==> config.mk <==
export PLATFORM = sky130hd
export DESIGN_NAME = histogram_engine
export DESIGN_NICKNAME = d
export VERILOG_FILES = /design/src/rtl/hist_pkg.sv /design/src/rtl/histogram_ram.sv /design/src/rtl/histogram_engine.sv
export SDC_FILE = /design/constraint.sdc
export NUM_CORES = 2
export LEC_CHECK = 0
export ABC_CLOCK_PERIOD_IN_PS = 22100
export BUFFER_PORTS_ARGS = -buffer_cell sky130_fd_sc_hd__buf_2
export CAP_MARGIN = 25
export CORE_MARGIN = 2
export CORE_UTILIZATION = 60
export CTS_CLUSTER_SIZE = 25
export DETAILED_ROUTE_END_ITERATION = 6
export GPL_TIMING_DRIVEN = 0
export HOLD_SLACK_MARGIN = 0.03
export PLACE_DENSITY = 0.86
export SLEW_MARGIN = 20
export SYNTH_ARGS = -nofsm -noshare
export SYNTH_HDL_FRONTEND = slang
export SYNTH_HIERARCHICAL = 1
export SYNTH_SLANG_ARGS = --single-unit
export TNS_END_PERCENT = 30
==> constraint.sdc <==
create_clock -name clk -period 22.1 [get_ports clk]
set_input_delay 3.315 -clock clk [delete_from_list [all_inputs] [get_ports clk]]
set_output_delay 3.315 -clock clk [all_outputs]
set_load 0.05 [all_outputs]
==> src/rtl/hist_pkg.sv <==
// Histogram engine shared types.
// State encoding and default geometry.
package hist_pkg;

  localparam int DEF_BIN_BITS    = 7;
  localparam int DEF_COUNT_WIDTH = 16;

  typedef enum logic [1:0] {
    ST_CLEAR,
    ST_STORE,
    ST_DRAIN,
    ST_READ
  } state_e;

endpackage

==> src/rtl/histogram_ram.sv <==
// Simple dual-port bin memory.
// One write port, one synchronous read port.
module histogram_ram #(
  parameter int AW = 7,
  parameter int DW = 16
) (
  input  logic          clk,
  input  logic          we,
  input  logic [AW-1:0] waddr,
  input  logic [DW-1:0] wdata,
  input  logic [AW-1:0] raddr,
  output logic [DW-1:0] rdata
);

  logic [DW-1:0] mem [2**AW];
  logic [DW-1:0] rdata_q;

  // Write and registered read; a same-address read returns the old word.
  always_ff @(posedge clk) begin
    if (we) mem[waddr] <= wdata;
    rdata_q <= mem[raddr];
  end

  assign rdata = rdata_q;

endmodule

==> src/rtl/histogram_engine.sv <==
// Histogram engine: bins samples into a RAM,
// then streams all bins out with valid/ready.
module histogram_engine
  import hist_pkg::*;
#(
  parameter int BIN_BITS      = DEF_BIN_BITS,
  parameter int COUNT_WIDTH   = DEF_COUNT_WIDTH,
  parameter int CLEAR_ON_READ = 1
) (
  input  logic                   clk,
  input  logic                   reset,
  input  logic                   sample_valid,
  input  logic [BIN_BITS-1:0]    sample_value,
  output logic                   sample_ready,
  input  logic                   start_readout,
  output logic                   out_valid,
  input  logic                   out_ready,
  output logic [BIN_BITS-1:0]    out_bin,
  output logic [COUNT_WIDTH-1:0] out_count,
  output logic                   out_last,
  output logic                   busy,
  output logic [31:0]            total_samples
);

  localparam int NBINS = 2**BIN_BITS;
  localparam logic [BIN_BITS-1:0] LAST_BIN = BIN_BITS'(NBINS-1);
  localparam logic [COUNT_WIDTH-1:0] CMAX = '1;

  typedef logic [BIN_BITS-1:0]    bin_t;
  typedef logic [COUNT_WIDTH-1:0] cnt_t;

  state_e        state_q, state_d;
  bin_t          clr_q, clr_d;
  logic          s1_vld_q, s1_vld_d;
  bin_t          s1_bin_q, s1_bin_d;
  logic          fw_vld_q, fw_vld_d;
  bin_t          fw_bin_q, fw_bin_d;
  cnt_t          fw_cnt_q, fw_cnt_d;
  logic [31:0]   tot_q, tot_d;
  logic [BIN_BITS:0] rd_ptr_q, rd_ptr_d;
  logic          rd_pend_q, rd_pend_d;
  bin_t          rd_pbin_q, rd_pbin_d;
  logic [1:0]    sk_n_q, sk_n_d;
  bin_t          h_bin_q, h_bin_d, t_bin_q, t_bin_d;
  cnt_t          h_cnt_q, h_cnt_d, t_cnt_q, t_cnt_d;

  logic          accept, pop, issue;
  logic [2:0]    occ;
  logic [1:0]    c1;
  cnt_t          base, inc;
  logic          we;
  bin_t          waddr, raddr;
  cnt_t          wdata, rdata;

  histogram_ram #(
    .AW (BIN_BITS),
    .DW (COUNT_WIDTH)
  ) u_ram (
    .clk   (clk),
    .we    (we),
    .waddr (waddr),
    .wdata (wdata),
    .raddr (raddr),
    .rdata (rdata)
  );

  // Increment datapath with forwarding and the RAM port muxes.
  always_comb begin
    accept = (state_q == ST_STORE) && sample_valid;
    base = (fw_vld_q && (fw_bin_q == s1_bin_q)) ? fw_cnt_q : rdata;
    inc = (base == CMAX) ? base : base + 1'b1;
    pop = (sk_n_q != 2'd0) && out_ready;
    occ = {1'b0, sk_n_q} + {2'b0, rd_pend_q} - {2'b0, pop};
    issue = (state_q == ST_READ) && !rd_ptr_q[BIN_BITS]
            && (occ < 3'd2);
    we = 1'b0;
    waddr = s1_bin_q;
    wdata = inc;
    raddr = sample_value;
    if (state_q == ST_CLEAR) begin
      we = 1'b1;
      waddr = clr_q;
      wdata = '0;
    end else if (s1_vld_q) begin
      we = 1'b1;
    end
    if (state_q == ST_READ) raddr = rd_ptr_q[BIN_BITS-1:0];
  end

  // Next state, pipeline, readout pointer and skid buffer.
  always_comb begin
    state_d = state_q;
    clr_d = clr_q;
    s1_vld_d = accept;
    s1_bin_d = sample_value;
    fw_vld_d = s1_vld_q;
    fw_bin_d = s1_bin_q;
    fw_cnt_d = inc;
    tot_d = tot_q;
    rd_ptr_d = rd_ptr_q;
    rd_pend_d = issue;
    rd_pbin_d = rd_ptr_q[BIN_BITS-1:0];
    h_bin_d = h_bin_q;
    h_cnt_d = h_cnt_q;
    t_bin_d = t_bin_q;
    t_cnt_d = t_cnt_q;
    if (accept && (tot_q != 32'hFFFF_FFFF)) tot_d = tot_q + 32'd1;
    if (issue) rd_ptr_d = rd_ptr_q + 1'b1;
    unique case (state_q)
      ST_CLEAR: begin
        clr_d = clr_q + 1'b1;
        if (clr_q == LAST_BIN) state_d = ST_STORE;
      end
      ST_STORE: begin
        if (start_readout) state_d = ST_DRAIN;
      end
      // The last increment writes this cycle, so READ sees it.
      ST_DRAIN: begin
        state_d = ST_READ;
        rd_ptr_d = '0;
      end
      ST_READ: begin
        if (pop && (h_bin_q == LAST_BIN)) begin
          if (CLEAR_ON_READ != 0) begin
            state_d = ST_CLEAR;
            clr_d = '0;
            tot_d = '0;
          end else begin
            state_d = ST_STORE;
          end
        end
      end
      default: state_d = ST_CLEAR;
    endcase
    c1 = sk_n_q - {1'b0, pop};
    if (pop) begin
      h_bin_d = t_bin_q;
      h_cnt_d = t_cnt_q;
    end
    if (rd_pend_q) begin
      if (c1 == 2'd0) begin
        h_bin_d = rd_pbin_q;
        h_cnt_d = rdata;
      end else begin
        t_bin_d = rd_pbin_q;
        t_cnt_d = rdata;
      end
    end
    sk_n_d = c1 + {1'b0, rd_pend_q};
  end

  // State registers; reset drops any in-flight work.
  always_ff @(posedge clk) begin
    if (reset) begin
      state_q <= ST_CLEAR;
      clr_q <= '0;
      s1_vld_q <= 1'b0;
      s1_bin_q <= '0;
      fw_vld_q <= 1'b0;
      fw_bin_q <= '0;
      fw_cnt_q <= '0;
      tot_q <= '0;
      rd_ptr_q <= '0;
      rd_pend_q <= 1'b0;
      rd_pbin_q <= '0;
      sk_n_q <= '0;
      h_bin_q <= '0;
      h_cnt_q <= '0;
      t_bin_q <= '0;
      t_cnt_q <= '0;
    end else begin
      state_q <= state_d;
      clr_q <= clr_d;
      s1_vld_q <= s1_vld_d;
      s1_bin_q <= s1_bin_d;
      fw_vld_q <= fw_vld_d;
      fw_bin_q <= fw_bin_d;
      fw_cnt_q <= fw_cnt_d;
      tot_q <= tot_d;
      rd_ptr_q <= rd_ptr_d;
      rd_pend_q <= rd_pend_d;
      rd_pbin_q <= rd_pbin_d;
      sk_n_q <= sk_n_d;
      h_bin_q <= h_bin_d;
      h_cnt_q <= h_cnt_d;
      t_bin_q <= t_bin_d;
      t_cnt_q <= t_cnt_d;
    end
  end

  assign sample_ready  = (state_q == ST_STORE);
  assign busy          = (state_q != ST_STORE);
  assign out_valid     = (sk_n_q != 2'd0);
  assign out_bin       = h_bin_q;
  assign out_count     = h_cnt_q;
  assign out_last      = out_valid && (h_bin_q == LAST_BIN);
  assign total_samples = tot_q;

endmodule

# After elaboration in Yosys (flattened, before gate mapping)
# Memories as Yosys holds them, arrays and structs flattened. A register that Yosys moved wholly into a read port is not among the register bits.
# Index checks and enable logic that the tools add are counted.
[totals]
output_inout_bits = 59
mem_bits_rw = 2048
in_bits = 12
ff_bits = 137
n_memories = 1
[memory_table]
columns = ["name", "words", "word_bits", "rd", "rd_ports_with_merged_regs", "write_ports", "line_no", "source"]
rows = [
  ["u_ram.mem", 128, 16, 1, 1, 1, "histogram_ram.sv:15", "logic [DW-1:0] mem [2**AW];"],
]
[op_classes]
n_addsub = 8
n_bitwise = 1
n_mux = 24
reduce_logical = 17
magnitude_cmp = 1
eq_ne = 12
[op_table]
columns = ["cell", "count"]
rows = [
  ["$mux W16", 6],
  ["$mux W32", 3],
  ["$mux W7", 6],
  ["$add A32 B1 Y32 const B", 1],
  ["$ne A32 B32 Y1 const B", 1],
  ["$add A16 B1 Y16 const B", 1],
  ["$eq A16 B16 Y1 const B", 1],
  ["$eq A7 B7 Y1 const B", 2],
  ["$pmux W7 S2", 1],
  ["$add A8 B1 Y8 const B", 1],
  ["$logic_and A1 B1 Y1", 8],
  ["$ne A2 B1 Y1 const B", 4],
  ["$pmux W2 S4", 1],
  ["$add A7 B1 Y7 const B", 1],
  ["$eq A7 B7 Y1", 1],
  ["$mux W2", 3],
  ["$eq A2 B2 Y1 const B", 2],
  ["$logic_not A2 Y1", 2],
  ["$mux W1", 4],
  ["$reduce_and A2 Y1", 2],
  ["$reduce_bool A2 Y1", 2],
  ["$add A2 B1 Y3", 1],
  ["$lt A3 B2 Y1 const B", 1],
  ["$reduce_and A3 Y1", 1],
  ["7 further kinds", 7],
]

# Longest topological paths before layout
[depth]
depth_word = 6
mapped_depth = 14

# By module
# The synthesis kept the hierarchy.
[modules_own_cells]
columns = ["module", "area_each_um2", "instances", "cells_per_inst"]
rows = [
  ["histogram_ram", 78522.8, 1, 3086],
  ["histogram_engine", 6874.1, 1, 799],
]

# Worst setup path after synthesis
# No wires, ideal clock.
[synth_timing]
kind = "register -> register"
startpoint = "register s1_bin_q[0], in the netlist fw_bin_d[0]"
endpoint = "memory u_ram.mem[0][13] (data pin)"
slack_ns = 13.134
required_time_ns = 20.779
t_arrival_ns = 7.645
setup_time_ns = 1.321
path_stages_with_launch = 12
cell_sequence = "dfxtp_1 xnor2_1 and4_1 buf_2 and2_1 buf_4 buf_6 o21ai_0 ha_1 nand4_1 or4_1 a311oi_1"
[synth_between]
elab_chain_cells = 6
[synth_rtl]
columns = ["item", "line_no", "source"]
rows = [
  ["start, declared", "histogram_engine.sv:35", "bin_t s1_bin_q, s1_bin_d;"],
  ["start signal, assigned", "histogram_engine.sv:175", "s1_bin_q <= s1_bin_d;"],
  ["$eq A7 B7 Y1 *", "histogram_engine.sv:70", "base = (fw_vld_q && (fw_bin_q == s1_bin_q)) ? fw_cnt_q : rdata;"],
  ["$logic_and A1 B1 Y1 *", "histogram_engine.sv:70", ""],
  ["$mux W16 *", "histogram_engine.sv:70", ""],
  ["$add A16 B1 Y16 / $eq A16 B16 Y1 (equally long branches)", "histogram_engine.sv:71", "inc = (base == CMAX) ? base : base + 1'b1;"],
  ["$mux W16 *", "histogram_engine.sv:71", ""],
  ["$mux W16 *", "histogram_engine.sv:80", "if (state_q == ST_CLEAR) begin"],
  ["net wdata[13]", "histogram_engine.sv:53", "cnt_t wdata, rdata;"],
  ["end, declared", "histogram_ram.sv:15", ""],
]
# The timed path passes the listed nets; every way through them passes the cells marked *.

# Final worst setup path
[layout_timing]
startpoint = "input sample_value[2]"
endpoint = "register u_ram.rdata_q[6], in the netlist u_ram/rdata[6] (read register of u_ram.mem)"
[layout_between]
elab_chain_cells = 1
[layout_rtl]
columns = ["item", "line_no", "source"]
rows = [
  ["start, declared", "histogram_engine.sv:13", "input logic [BIN_BITS-1:0] sample_value,"],
  ["$mux W7", "histogram_engine.sv:87", "if (state_q == ST_READ) raddr = rd_ptr_q[BIN_BITS-1:0];"],
  ["net raddr[2]", "histogram_engine.sv:52", "bin_t waddr, raddr;"],
  ["end, declared", "histogram_ram.sv:16", "logic [DW-1:0] rdata_q;"],
]
# The timed path passes the listed nets, and every way through them passes these cells.
# A chain may end at the register's enable or synchronous reset.

==> impl_metrics.env <==
export IMPL_hold_viol_final=0
export IMPL_routabilityCongestion=0.956
export IMPL_reg2reg_from="state_q[1]$_SDFFE_PP0P_"
export IMPL_drc_errors=4
export IMPL_syn_num_nets=3909
export IMPL_io_pins=71
export IMPL_grt_max_degree=80
export IMPL_yosys_mux_area_fraction_pct=18.6
export IMPL_fp_row_count=138
export IMPL_crit_start="sample_value[2]"
export IMPL_grt_usage_pct=37.5
export IMPL_die_area_um2=145000
export IMPL_grt_pass1_vias=48300
export IMPL_synth_most_common_cell="edfxtp_1"
export IMPL_postCtsSetupBuffers=0
export IMPL_yosysUniqueCellTypes=63
export IMPL_path_clk_slew_ps=70
export IMPL_ys_ff_latch=2201
export IMPL_dr_pass1_iters=7
export IMPL_holdCritStartpoint="t_cnt_q[10]$_SDFFE_PP0P_"
export IMPL_dpl_hpwl_um=160000
export IMPL_drtIter0Drc=9186
export IMPL_fin_crit_ps=7250
export IMPL_synthFlopType="edfxtp_1"
export IMPL_worst_pin_slew_ps=1290
export IMPL_synthSimpleGateAreaFrac_pct=3.03
export IMPL_seq_area_frac_synth_pct=75.6
export IMPL_relSlewSlack_pct=14.3
export IMPL_path_delay_family="buffers and inverters"
export IMPL_crit_type="input port to register"
export IMPL_place_port_buffers=70
export IMPL_worstPathRequired_ps=22820
export IMPL_tritoncts_num_buffers=206
export IMPL_synth_common_cells="edfxtp_1, mux4_2, nor2_1"
export IMPL_hp_class="register to register"
export IMPL_wl_um=270000
export IMPL_synthXorXnorAreaFrac_pct=0.297
export IMPL_cts_sinks=2201
export IMPL_nets=4385
export IMPL_netlist_area_um2=85400
export IMPL_period_share_pct=32.8
export IMPL_synth_area_leader_cell="edfxtp_1"
export IMPL_cts_htree_levels=4
export IMPL_synth_adder_area_share_pct=0.185
export IMPL_grt_overflow=0
export IMPL_cts_tree="built"
export IMPL_finalSetupViolations=0
export IMPL_final_setup_tns_ps=0
export IMPL_fillers=7524
export IMPL_synth_compound_area_share_pct=1.14
export IMPL_crit_arrival_ps=7970
export IMPL_synth_top_area_share_pct=72.0
export IMPL_via_count=48600
export IMPL_timing_fmax_mhz=138
export IMPL_powerDensity_nw_per_um2=85.3
export IMPL_path_cells="buf_2 > mux2_2 > clkbuf_1 > clkbuf_2 > buf_1 > mux4_2 > mux4_2 > mux4_2 > mux2_2"
export IMPL_p_leak_nw=29.1
export IMPL_die_w_um=381
export IMPL_crit_buf_inv=4
export IMPL_wl_per_cell_um=41.9
export IMPL_root_buffer="clkbuf_16"
export IMPL_yosysWarningCount=6
export IMPL_cp_end_kind="register"
export IMPL_cap_violations=0
export IMPL_postCtsHoldBufs=0
export IMPL_synthCells=3885
export IMPL_timing_hold_ws_ps=458
export IMPL_slowest_delay_ps=1000
export IMPL_grt_pass1_wl_um=376000
export IMPL_crit_path_frequent_cell="mux4_2"
export IMPL_finClkSkew_ps=47.9
export IMPL_ant_nets=0
export IMPL_dieHeight_um=381
export IMPL_synth_area_top_cells="edfxtp_1, mux4_2, dfxtp_1"
export IMPL_drive_above_1_share_pct=33.8
export IMPL_antenna_found_initial=35
export IMPL_ir_drop_uv=63.4
export IMPL_core_um2=141000
export IMPL_worst_path_max_delay_cell="buf_1"
export IMPL_async_flop_share_pct=0
export IMPL_grt_setup_unrepaired="no"
export IMPL_cts_max_path_buffers=3
export IMPL_synth_top_family_by_area="multiplexers"
export IMPL_synth_edff_count=2048
export IMPL_vias_per_cell=7.55
export IMPL_clk_latency_ps=870
export IMPL_critical_path_max_fanout=10
export IMPL_cts_resized_gates=0
export IMPL_postSynthAreaPerCell_um2=22.0
export IMPL_slew_viol_final=0
export IMPL_setup_worst_path_start_class="input port"
export IMPL_area_growth_pct=14.3
export IMPL_status="complete, but fails checks"
export IMPL_violations="DRC"
export IMPL_start_util_pct=60.4
[sequential cells by signal, indices dropped and copies added (netlist names), 7 cells and up]
signal / count
u_ram/mem: 2048
total_samples: 32
fw_cnt_q: 16
out_count: 16
t_cnt_q: 16
u_ram/rdata: 16
rd_ptr_q: 8
clr_q: 7
fw_bin_d: 7
fw_bin_q: 7
out_bin: 7
rd_pbin_q: 7
t_bin_q: 7
[worst reg2reg max path, cell delays in order, from the launching register on]
cell and delay [ps]:
dfxtp_1 420, ha_1 250, buf_2 330, mux2_2 240, clkbuf_1 560, clkbuf_2 640
buf_1 1040, mux4_2 460, mux4_2 570, mux4_2 690, mux2_2 420
[power breakdown]
| group | leakage [nW] | internal [mW] | switching (mW) |
|---|---|---|---|
| sequential | 18.4 | 4.50 | 0.0181 |
| combinational | 7.48 | 0.111 | 0.211 |
| clock | 3.15 | 1.88 | 1.62 |
| total | 29.1 | 6.49 | 1.84 |
[per-stage QoR]
step / instances / area [um^2] / util [%] / setup WS [ps] / power, mW
floorplan: 3885 / 85400 / - / 13130 / 4.78
global placement: 5845 / 88100 / 62.3 / 5590 / 4.87
detailed placement: 6035 / 91000 / 64.4 / 14440 / 4.89
CTS: 6413 / 97500 / 68.9 / 15140 / 8.30
global route: 6421 / 97600 / 69.0 / 15110 / 8.46
finish: 6438 / 97600 / 69.0 / 14850 / 8.33
[cells by family after synthesis]
family,after synthesis
buffers and inverters,223
and+or+nand+nor,516
muxes,747
xor gates and xnor gates,29
DFF,2201
AOI/OAI and AO/OA,157
adders and majority gates,12
[path summary, 6_finish.rpt]
kind | to | slack (ps) | cells past startpoint
worst max-delay path | u_ram/rdata[6]$_DFF_P_ | 14850 | 9
worst min-delay path | t_cnt_q[10]$_SDFFE_PP0P_ | 460 | 2
worst max register to register | u_ram/rdata[6]$_DFF_P_ | 16370 | 10
worst min register to register | t_cnt_q[10]$_SDFFE_PP0P_ | 460 | 2
[layout by cell type (no fill, tap or decap), types with 44 or more instances in the layout]
cell type  Yosys  routed
a21oi_1       59      58
buf_2         62     133
buf_4          2      47
buf_6          2      93
clkbuf_1     105     126
clkbuf_16      0     212
clkinv_2       0      44
dfxtp_1      153     153
edfxtp_1    2048    2048
mux4_2       672     672
nand2_1       94      94
nor2_1       184      61
nor2_2         0     119
[per-layer routing]
metal  vias to the layer above  track usage, %  part of all wire (%)
met5                         -          0.0992                  0.10
met4                        36            26.1                   9.0
met3                      1480            14.0                    15
met2                      5266            57.5                    47
met1                     24500            44.1                    29
li1                      17300               -                     -
[final cells by class]
| class | count | area, um^2 | area share, % |
|---|---|---|---|
| multi-input combinational | 1461 | 20400 | 20.9 |
| sequential | 2201 | 64600 | 66.1 |
| tap | 1890 | 2360 | 2.42 |
| clock buffer | 260 | 5560 | 5.69 |
| timing repair buffer | 268 | 2890 | 2.96 |
| inverter | 16 | 60.1 | 0.0615 |
| buffer | 207 | 910 | 0.932 |
| antenna | 17 | 42.5 | 0.0436 |
| clock inverter | 118 | 897 | 0.919 |
Power figures use the tool's default switching activity.
